**config.mk**
```make
export PLATFORM = sky130hd
export DESIGN_NAME = trigger_stages
export DESIGN_NICKNAME = d
export VERILOG_FILES = /design/src/rtl/trigger_stages.sv
export SDC_FILE = /design/constraint.sdc
export NUM_CORES = 1
export LEC_CHECK = 0
export CAP_MARGIN = 15
export CELL_PAD_IN_SITES_DETAIL_PLACEMENT = 1
export CELL_PAD_IN_SITES_GLOBAL_PLACEMENT = 2
export CORE_ASPECT_RATIO = 1.4
export CORE_UTILIZATION = 40
export CTS_CLUSTER_SIZE = 28
export DETAILED_ROUTE_END_ITERATION = 10
export HOLD_SLACK_MARGIN = 0.06
export PLACE_DENSITY_LB_ADDON = 0.1
export SYNTH_ARGS = -nofsm -noshare
export SYNTH_HDL_FRONTEND = slang
export SYNTH_SLANG_ARGS = --single-unit
```
**constraint.sdc**
```tcl
create_clock -name clk_i -period 4.77 [get_ports clk_i]
set_input_delay 1.431 -clock clk_i [delete_from_list [all_inputs] [get_ports clk_i]]
set_output_delay 1.431 -clock clk_i [all_outputs]
set_load 0.01 [all_outputs]
```
**src/rtl/trigger_stages.sv**
```systemverilog
// Multi-stage trigger unit: per-stage mask/value matching (parallel or
// serial), trigger levels, start stages and a post-match strobe delay.
//
// state | meaning
// ------+---------------------------------------------------------------
// IDLE  | not armed, no matching
// ARMED | matching active stages on each strobe; level advances on hits
// DELAY | start stage hit, counting strobes down to the trigger
// FIRED | trigger issued; holds until arm_i or disarm_i
module trigger_stages #(
   parameter int WIDTH   = 32,
   parameter int STAGES  = 4,
   parameter int DELAY_W = 16
) (
   input  logic             clk_i,
   input  logic             rst_in,
   input  logic             cfg_we_i,
   input  logic [2:0]       cfg_stage_i,
   input  logic [1:0]       cfg_sel_i,
   input  logic [31:0]      cfg_data_i,
   input  logic             arm_i,
   input  logic             disarm_i,
   input  logic             stb_i,
   input  logic [WIDTH-1:0] smpls_i,
   output logic             armed_o,
   output logic [1:0]       level_o,
   output logic             run_o,
   output logic             fired_o
);

   typedef enum logic [1:0] {IDLE, ARMED, DELAY, FIRED} state_t;

   logic [WIDTH-1:0]   mask   [STAGES];
   logic [WIDTH-1:0]   value  [STAGES];
   logic [DELAY_W-1:0] dly    [STAGES];
   logic [1:0]         lvl    [STAGES];
   logic [4:0]         chan   [STAGES];
   logic               serial [STAGES];
   logic               start  [STAGES];
   logic [WIDTH-1:0]   sh     [STAGES];
   logic [WIDTH-1:0]   sh_nx  [STAGES];
   logic               tap    [STAGES];

   state_t             state, state_d;
   logic [1:0]         level, level_d;
   logic [DELAY_W-1:0] count, count_d;
   logic               run, run_d;
   logic               fired, fired_d;

   logic               any_hit, start_hit;
   logic [DELAY_W-1:0] start_dly;

   // Register file: stage index beyond STAGES and the reserved selector are dropped.
   always_ff @(posedge clk_i or negedge rst_in) begin
      if (!rst_in) begin
         for (int s = 0; s < STAGES; s++) begin
            mask[s]   <= '0;
            value[s]  <= '0;
            dly[s]    <= '0;
            lvl[s]    <= '0;
            chan[s]   <= '0;
            serial[s] <= 1'b0;
            start[s]  <= 1'b0;
         end
      end else if (cfg_we_i) begin
         for (int s = 0; s < STAGES; s++) begin
            if (cfg_stage_i == 3'(s)) begin
               case (cfg_sel_i)
                  2'd0: mask[s]  <= cfg_data_i[WIDTH-1:0];
                  2'd1: value[s] <= cfg_data_i[WIDTH-1:0];
                  2'd2: begin
                     dly[s]    <= cfg_data_i[DELAY_W-1:0];
                     lvl[s]    <= cfg_data_i[17:16];
                     chan[s]   <= cfg_data_i[24:20];
                     serial[s] <= cfg_data_i[26];
                     start[s]  <= cfg_data_i[27];
                  end
                  default: ;
               endcase
            end
         end
      end
   end

   // Serial tap selection and next shift value; out-of-range channels feed 0.
   always_comb begin
      for (int s = 0; s < STAGES; s++) begin
         tap[s] = 1'b0;
         for (int b = 0; b < WIDTH; b++) begin
            if (chan[s] == 5'(b)) tap[s] = smpls_i[b];
         end
         sh_nx[s] = WIDTH'({sh[s], tap[s]});
      end
   end

   // Shift registers run on every strobe regardless of FSM state.
   always_ff @(posedge clk_i or negedge rst_in) begin
      if (!rst_in) begin
         for (int s = 0; s < STAGES; s++) sh[s] <= '0;
      end else if (stb_i) begin
         for (int s = 0; s < STAGES; s++) sh[s] <= sh_nx[s];
      end
   end

   // Stage matching; the lowest-indexed start hit supplies the delay.
   always_comb begin
      any_hit   = 1'b0;
      start_hit = 1'b0;
      start_dly = '0;
      for (int s = 0; s < STAGES; s++) begin
         if (state == ARMED && stb_i && lvl[s] == level &&
             ((((serial[s] ? sh_nx[s] : smpls_i) ^ value[s]) & mask[s]) == '0)) begin
            any_hit = 1'b1;
            if (start[s] && !start_hit) begin
               start_hit = 1'b1;
               start_dly = dly[s];
            end
         end
      end
   end

   // FSM state and datapath registers.
   always_ff @(posedge clk_i or negedge rst_in) begin
      if (!rst_in) begin
         state <= IDLE;
         level <= '0;
         count <= '0;
         run   <= 1'b0;
         fired <= 1'b0;
      end else begin
         state <= state_d;
         level <= level_d;
         count <= count_d;
         run   <= run_d;
         fired <= fired_d;
      end
   end

   // Next-state logic: disarm beats arm, arm beats normal progression.
   always_comb begin
      state_d = state;
      level_d = level;
      count_d = count;
      run_d   = 1'b0;
      fired_d = fired;
      if (disarm_i) begin
         state_d = IDLE;
         count_d = '0;
         fired_d = 1'b0;
      end else if (arm_i) begin
         state_d = ARMED;
         level_d = '0;
         count_d = '0;
         fired_d = 1'b0;
      end else begin
         case (state)
            ARMED: begin
               if (start_hit) begin
                  if (start_dly == '0) begin
                     state_d = FIRED;
                     run_d   = 1'b1;
                     fired_d = 1'b1;
                  end else begin
                     state_d = DELAY;
                     count_d = start_dly;
                  end
               end else if (any_hit && level != 2'd3) begin
                  level_d = level + 2'd1;
               end
            end
            DELAY: begin
               if (stb_i) begin
                  if (count == DELAY_W'(1)) begin
                     state_d = FIRED;
                     count_d = '0;
                     run_d   = 1'b1;
                     fired_d = 1'b1;
                  end else begin
                     count_d = count - DELAY_W'(1);
                  end
               end
            end
            default: ;
         endcase
      end
   end

   assign armed_o = (state == ARMED) || (state == DELAY);
   assign level_o = level;
   assign run_o   = run;
   assign fired_o = fired;

endmodule

```
[Yosys cells after proc, flatten, opt, wreduce, memory -nomap -nowiden]
Cells that the tools add are included.
Word-level totals
  flip-flop bits (word level): 502
  bits of input ports: 75
  output and inout bits: 5
  word-level logic and storage cells: 422
Cells by class
  add/sub/neg operators: 2
  equal/unequal tests: 143
  muxes and demuxes: 184
  bitwise operators: 9
  reduce and logical (&&, ||, !) cells: 47
Operator list (number)
  5-bit == test (second input constant): 64
  16-bit two-way mux: 14
  5-bit by 4-bit == test with 1-bit output (second input constant): 32
  1-bit two-way mux: 153
  32-bit bitwise AND: 4
  32-bit logical NOT: 4
  32-bit two-way mux: 4
  32-bit XOR: 4
  5-bit by 3-bit == test with 1-bit output (second input constant): 16
  5-bit by 2-bit == test with 1-bit output (second input constant): 8
  3-bit AND reduction: 12
  16-bit one-hot mux with 2 select lines: 1
  5-bit by 1-bit == test with 1-bit output (second input constant): 4
  5-bit logical NOT: 4
  2-bit two-way mux: 9
  16-bit by 1-bit == test with 1-bit output (second input constant): 1
  16-bit logical NOT: 1
  4-bit inequality test (second input constant): 4
  16-bit by 1-bit subtractor with 16-bit output (second input constant): 1
  1-bit logical AND: 13
  4-bit AND reduction: 3
  2-bit == test: 4
  3-bit by 2-bit == test with 1-bit output (second input constant): 2
  5-bit AND reduction: 1
  other kinds (15): 22

[Logic depth before layout (Yosys ltp)]
  depth in word-level cells: 57
  gate-level depth with buffers: 18
  depth with buffers taken out: 15

[Worst setup path after synthesis]
No wires, ideal clock.
  path kind: in2reg
  start: in smpls_i[2]
  end: reg count[8]
  setup time: 135 ps
  arrival time: 4756 ps
  required time: 4635 ps
  path slack: -121 ps
  stages: 15
  buffers on the path: 2
  cells stage by stage: mux2_4 and3_1 o311a_1 a311o_1 a21oi_4 mux2i_4 nor3_4 buf_6 a311o_1 a222oi_1 and4_1 a21oi_4 buf_6 nor2_1 o31ai_4
Between the ends
  longest elaborated chain between the ends: 53
  elaborated cells on any way between the ends: 169
  classes of those cells: eq/ne (2); mux (143); bitwise (8); reduce/logical (16)
Ends and longest elaborated chain
  start, declared: RTL line 24  | input logic [WIDTH-1:0] smpls_i,
  1-bit two-way mux (30 in series): RTL line 90  | if (chan[s] == 5'(b)) tap[s] = smpls_i[b];
  32-bit two-way mux: RTL line 112  | ((((serial[s] ? sh_nx[s] : smpls_i) ^ value[s]) & mask[s]) == '0)) begin
  32-bit XOR: RTL line 112
  32-bit bitwise AND: RTL line 112
  32-bit logical NOT: RTL line 112
  1-bit logical AND: RTL line 111  | if (state == ARMED && stb_i && lvl[s] == level &&
  1-bit two-way mux: RTL line 111
  1-bit logical NOT: RTL line 114  | if (start[s] && !start_hit) begin
  [... 8 more ...]
  1-bit logical AND: RTL line 114
  16-bit two-way mux: RTL line 114
  16-bit two-way mux: RTL line 111
  16-bit two-way mux: RTL line 159  | if (start_dly == '0) begin
  16-bit two-way mux: RTL line 158  | if (start_hit) begin
  16-bit one-hot mux with 2 select lines: RTL line 156  | case (state)
  16-bit two-way mux: RTL line 150  | end else if (arm_i) begin
  16-bit two-way mux: RTL line 146  | if (disarm_i) begin
  end signal, assigned: RTL line 133  | count <= count_d;
  end, declared: RTL line 46  | logic [DELAY_W-1:0] count, count_d;
Parallel ways exist; a longest one is shown, timed or not. The select of a mux whose other input is x is not followed.
A chain may end at the register's enable or synchronous reset.

[Worst setup path after layout]
  start: in smpls_i[3]
  end: reg count[11]
Between the ends
  longest elaborated chain between the ends: 52
  elaborated cells on any way between the ends: 165
  classes of those cells: eq/ne (2); mux (139); bitwise (8); reduce/logical (16)
Ends and longest elaborated chain (RTL line)
  1-bit two-way mux (29 in series): 90
  32-bit two-way mux: 112
  32-bit XOR: 112
  32-bit bitwise AND: 112
  32-bit logical NOT: 112
  1-bit logical AND: 111
  1-bit two-way mux: 111
  1-bit logical NOT: 114
  [... 8 more ...]
  1-bit logical AND: 114
  16-bit two-way mux: 114
  16-bit two-way mux: 111
  16-bit two-way mux: 159
  16-bit two-way mux: 158
  16-bit one-hot mux with 2 select lines: 156
  16-bit two-way mux: 150
  16-bit two-way mux: 146
Parallel ways exist; a longest one is shown, timed or not. The select of a mux whose other input is x is not followed.

==> flow_summary.yaml <==
finish:
  fillers: 6703
  drive_gt1_frac: 0.4351
  finalCoreUtilization: 0.5240
  seq_area_um2: 12570
  multi_input_area_um2: 14510
  layout_commonest_cell: "dfrtp_1"
  fin_cells: 3550
  final_cell_mix: "dfrtp_1 (498), mux2_2 (471), buf_4 (316), mux2i_1 (154), nand2_1 (101)"
  syn_to_final_growth_pct: 28.75
  fin_nets: 2737
placement:
  gp_congestion: 0.9082
  numPortBuffers: 79
  dpl.cell_count: 3390
  dp_hpwl_um: 78640
  place_ws_ns: -1.808
yosys:
  ys_ff_latch: 502
  synth_top_family_by_area: "multiplexers"
  synthAdderAreaFrac: 0.002335
  yosysUniqueCellTypes: 93
  synth-simple-area-share: 0.09629
  yosysTopAreaCell: "dfrtp_1"
  synth_xor_xnor_area_share: 0.03269
  synth_enable_flop_cells: 0
  synthMuxAreaShare: 0.2726
  synth_area_leaders: "dfrtp_1 (47%), mux2_2 (20%), mux2i_1 (7.0%)"
  synth_compound_area_frac: 0.09358
  synthesis.nets: 2381
  postSynth.asyncResetShare: 1.000
  synth_area_per_cell_um2: 11.64
  syn_area_um2: 26790
  synth_cells: 2301
  synth_ff_type: "dfrtp_1"
  synth_warnings: 0
  synth_top_area_share: 0.4689
  ys_seq_area_frac: 0.4689
grt:
  grt_use_met1: 0.3946
  use_met3: 0.03984
  met2_usage: 0.5690
  grt_max_degree: 85
  overflow: 0
  antenna_found_initial: 6
  grt_use_total: 0.3251
  grt_pass1_wl_um: 158300
  global_route.peak_usage_layer: "met2"
  grt_pass1_vias: 22560
route:
  drt_iter0_markers: 1194
  ant_nets: 0
  vias: 20940
  routed_wl_um: 108700
  remaining_drc_errors: 14
  first_pass_iters: 8
  vias_per_cell: 5.900
  routedWlPerCell_um: 30.63
critical_path:
  endpoint_kind: "register"
  cp_max_fo: 7
  crit_type: "input port to register"
  worst_ep_required_time_ns: 5.32
  critPathLaunchType: "input port"
  r2r-start: "chan[7]"
  arrival_ns: 5.33
  crit_start: "smpls_i[3]"
sta:
  worst_slew_margin_rel: 0.2040
  rsz0062_at_grt: "yes"
  fin_crit_sh: 1.003
  setup_viol: 3
  slew_violations: 0
  finalCriticalPeriod_ns: 4.782
  tns_ns: -0.02955
  skew_ns: 0.05555
  fmax_mhz: 209.1
  setup_slack_ns: -0.01234
  hold_viol_final: 0
  tightest_slew_ns: 1.190
clocking:
  worst_setup_hold_path_clk_slew_ns: 0.06
  cts-root-buf: "clkbuf_16"
  tritoncts: "yes"
  cts.path.max_buffers: 3
  h-tree-depth: 2
  hold_buffers: 0
  cts-buffers-inserted: 54
  clk_latency_ns: 0.66
  cts_sinks: 502
floorplan:
  die_w_um: 220.7
  core_area_um2: 65830
  die_area_um2: 68040
  start_util: 0.4070
  io_pins: 80
  fp.dieH_um: 308.2
  rows: 111
hold_path:
  hold_class: "register to register"
  worstHoldStart: "mask[54]"
job:
  maxCapViolations: 0
power:
  finalPower_w: 0.01605
  vdd_ir_drop_max_mv: 0.3592
  p_per_area_nw_per_um2: 465.3
  p_leak_nw: 14.93
outcome:
  status: "finished with violations"
  violations: "DRC, setup timing"
==> cells in the mapped netlist (29+ instances only) <==
library cell  instances
nand2_1             110
dfrtp_1             502
a22oi_1              63
buf_1                29
a21oi_1              34
nand4_1              31
buf_2                31
nand2b_1             55
mux2i_1             187
clkbuf_1             99
o21ai_0              46
xnor2_1             100
mux2_2              471
nor2_1               81
nand3_1              39
inv_1                54
==> metal layers <==
metal	vias to the layer above	share of wire	routed length, µm
li1	9205	-	-
met1	11070	0.41	44130
met2	473	0.52	56110
met3	198	0.032	3443
met4	0	0.046	5043
met5	-	0	0
==> worst max-delay path: stages <==
cell      delay, ns
clkbuf_4       0.17
mux2_4         0.28
and3_4         0.18
o311a_1        0.32
a311o_1        0.37
a21oi_4        0.29
mux2i_4        0.33
nor3_4         0.06
buf_12         0.14
a311o_1        0.35
a222oi_1       0.37
buf_4          0.20
and4_4         0.23
buf_6          0.10
buf_6          0.09
nand2_4        0.06
and3_4         0.16
a31o_1         0.18
==> what timing repair did <==
item | in CTS | in global routing
resized for setup | 169 | 194
setup endpoints to repair | 22 | 22
pin swaps | 47 | 78
endpoints found under the hold margin | 0 | 0
setup buffers | 23 | 46
gates cloned | 0 | 1
==> registers in the layout (all words and copies together) (netlist names) <==
name,flops
mask,128
value,128
sh,124
dly,64
chan,20
count,16
lvl,8
serial,4
start,4
level_o,2
state,2
fired_o,1
run_o,1
==> report_power, final <==
group / internal, W / total [W] / switching [W]
Combinational: 0.00249 / 0.00486 / 0.00237
Sequential: 0.00535 / 0.00648 / 0.00114
Clock: 0.00281 / 0.00471 / 0.00190
Total: 0.0106 / 0.0161 / 0.00541
==> layout make-up <==
type,count,share of cell area
well taps,847,0.03072
clock buffers,68,0.04305
multi-input cells,1578,0.4205
diodes,5,0.0003627
repair buffers,465,0.1209
clock inverters,29,0.01404
inverters,56,0.006094
flip-flops and latches,502,0.3644
==> stage by stage <==
| stage | area, µm² | hold slack [ns] |
|---|---|---|
| after floorplan | 26840 | 0.4676 |
| after detailed placement | 30900 | 0.4939 |
| final | 34500 | 0.5037 |
| after global routing | 34490 | 0.5135 |
| after CTS | 33580 | 0.5073 |
| after global placement | 30900 | 0.4825 |
==> cells by family after synthesis <==
family | count (synthesis)
AO/OA/AOI/OAI | 333
adder cells (fa/ha/maj) | 5
flip-flops | 502
AND/OR/NAND/NOR | 475
multiplexers | 665
buffers and inverters | 221
XOR/XNOR | 100
==> path summary, 6_finish.rpt <==
path,cells after the start,slack (ns),endpoint
min reg2reg,1,0.50,mask[54]
max reg2reg,17,0.10,count[11]
min,1,0.50,mask[54]
min in group asynchronous,1,0.80,count[12]
max in group asynchronous,2,2.93,sh[5]
max,18,-0.01,count[11]
Note: power is estimated with default switching activity, not from simulation.
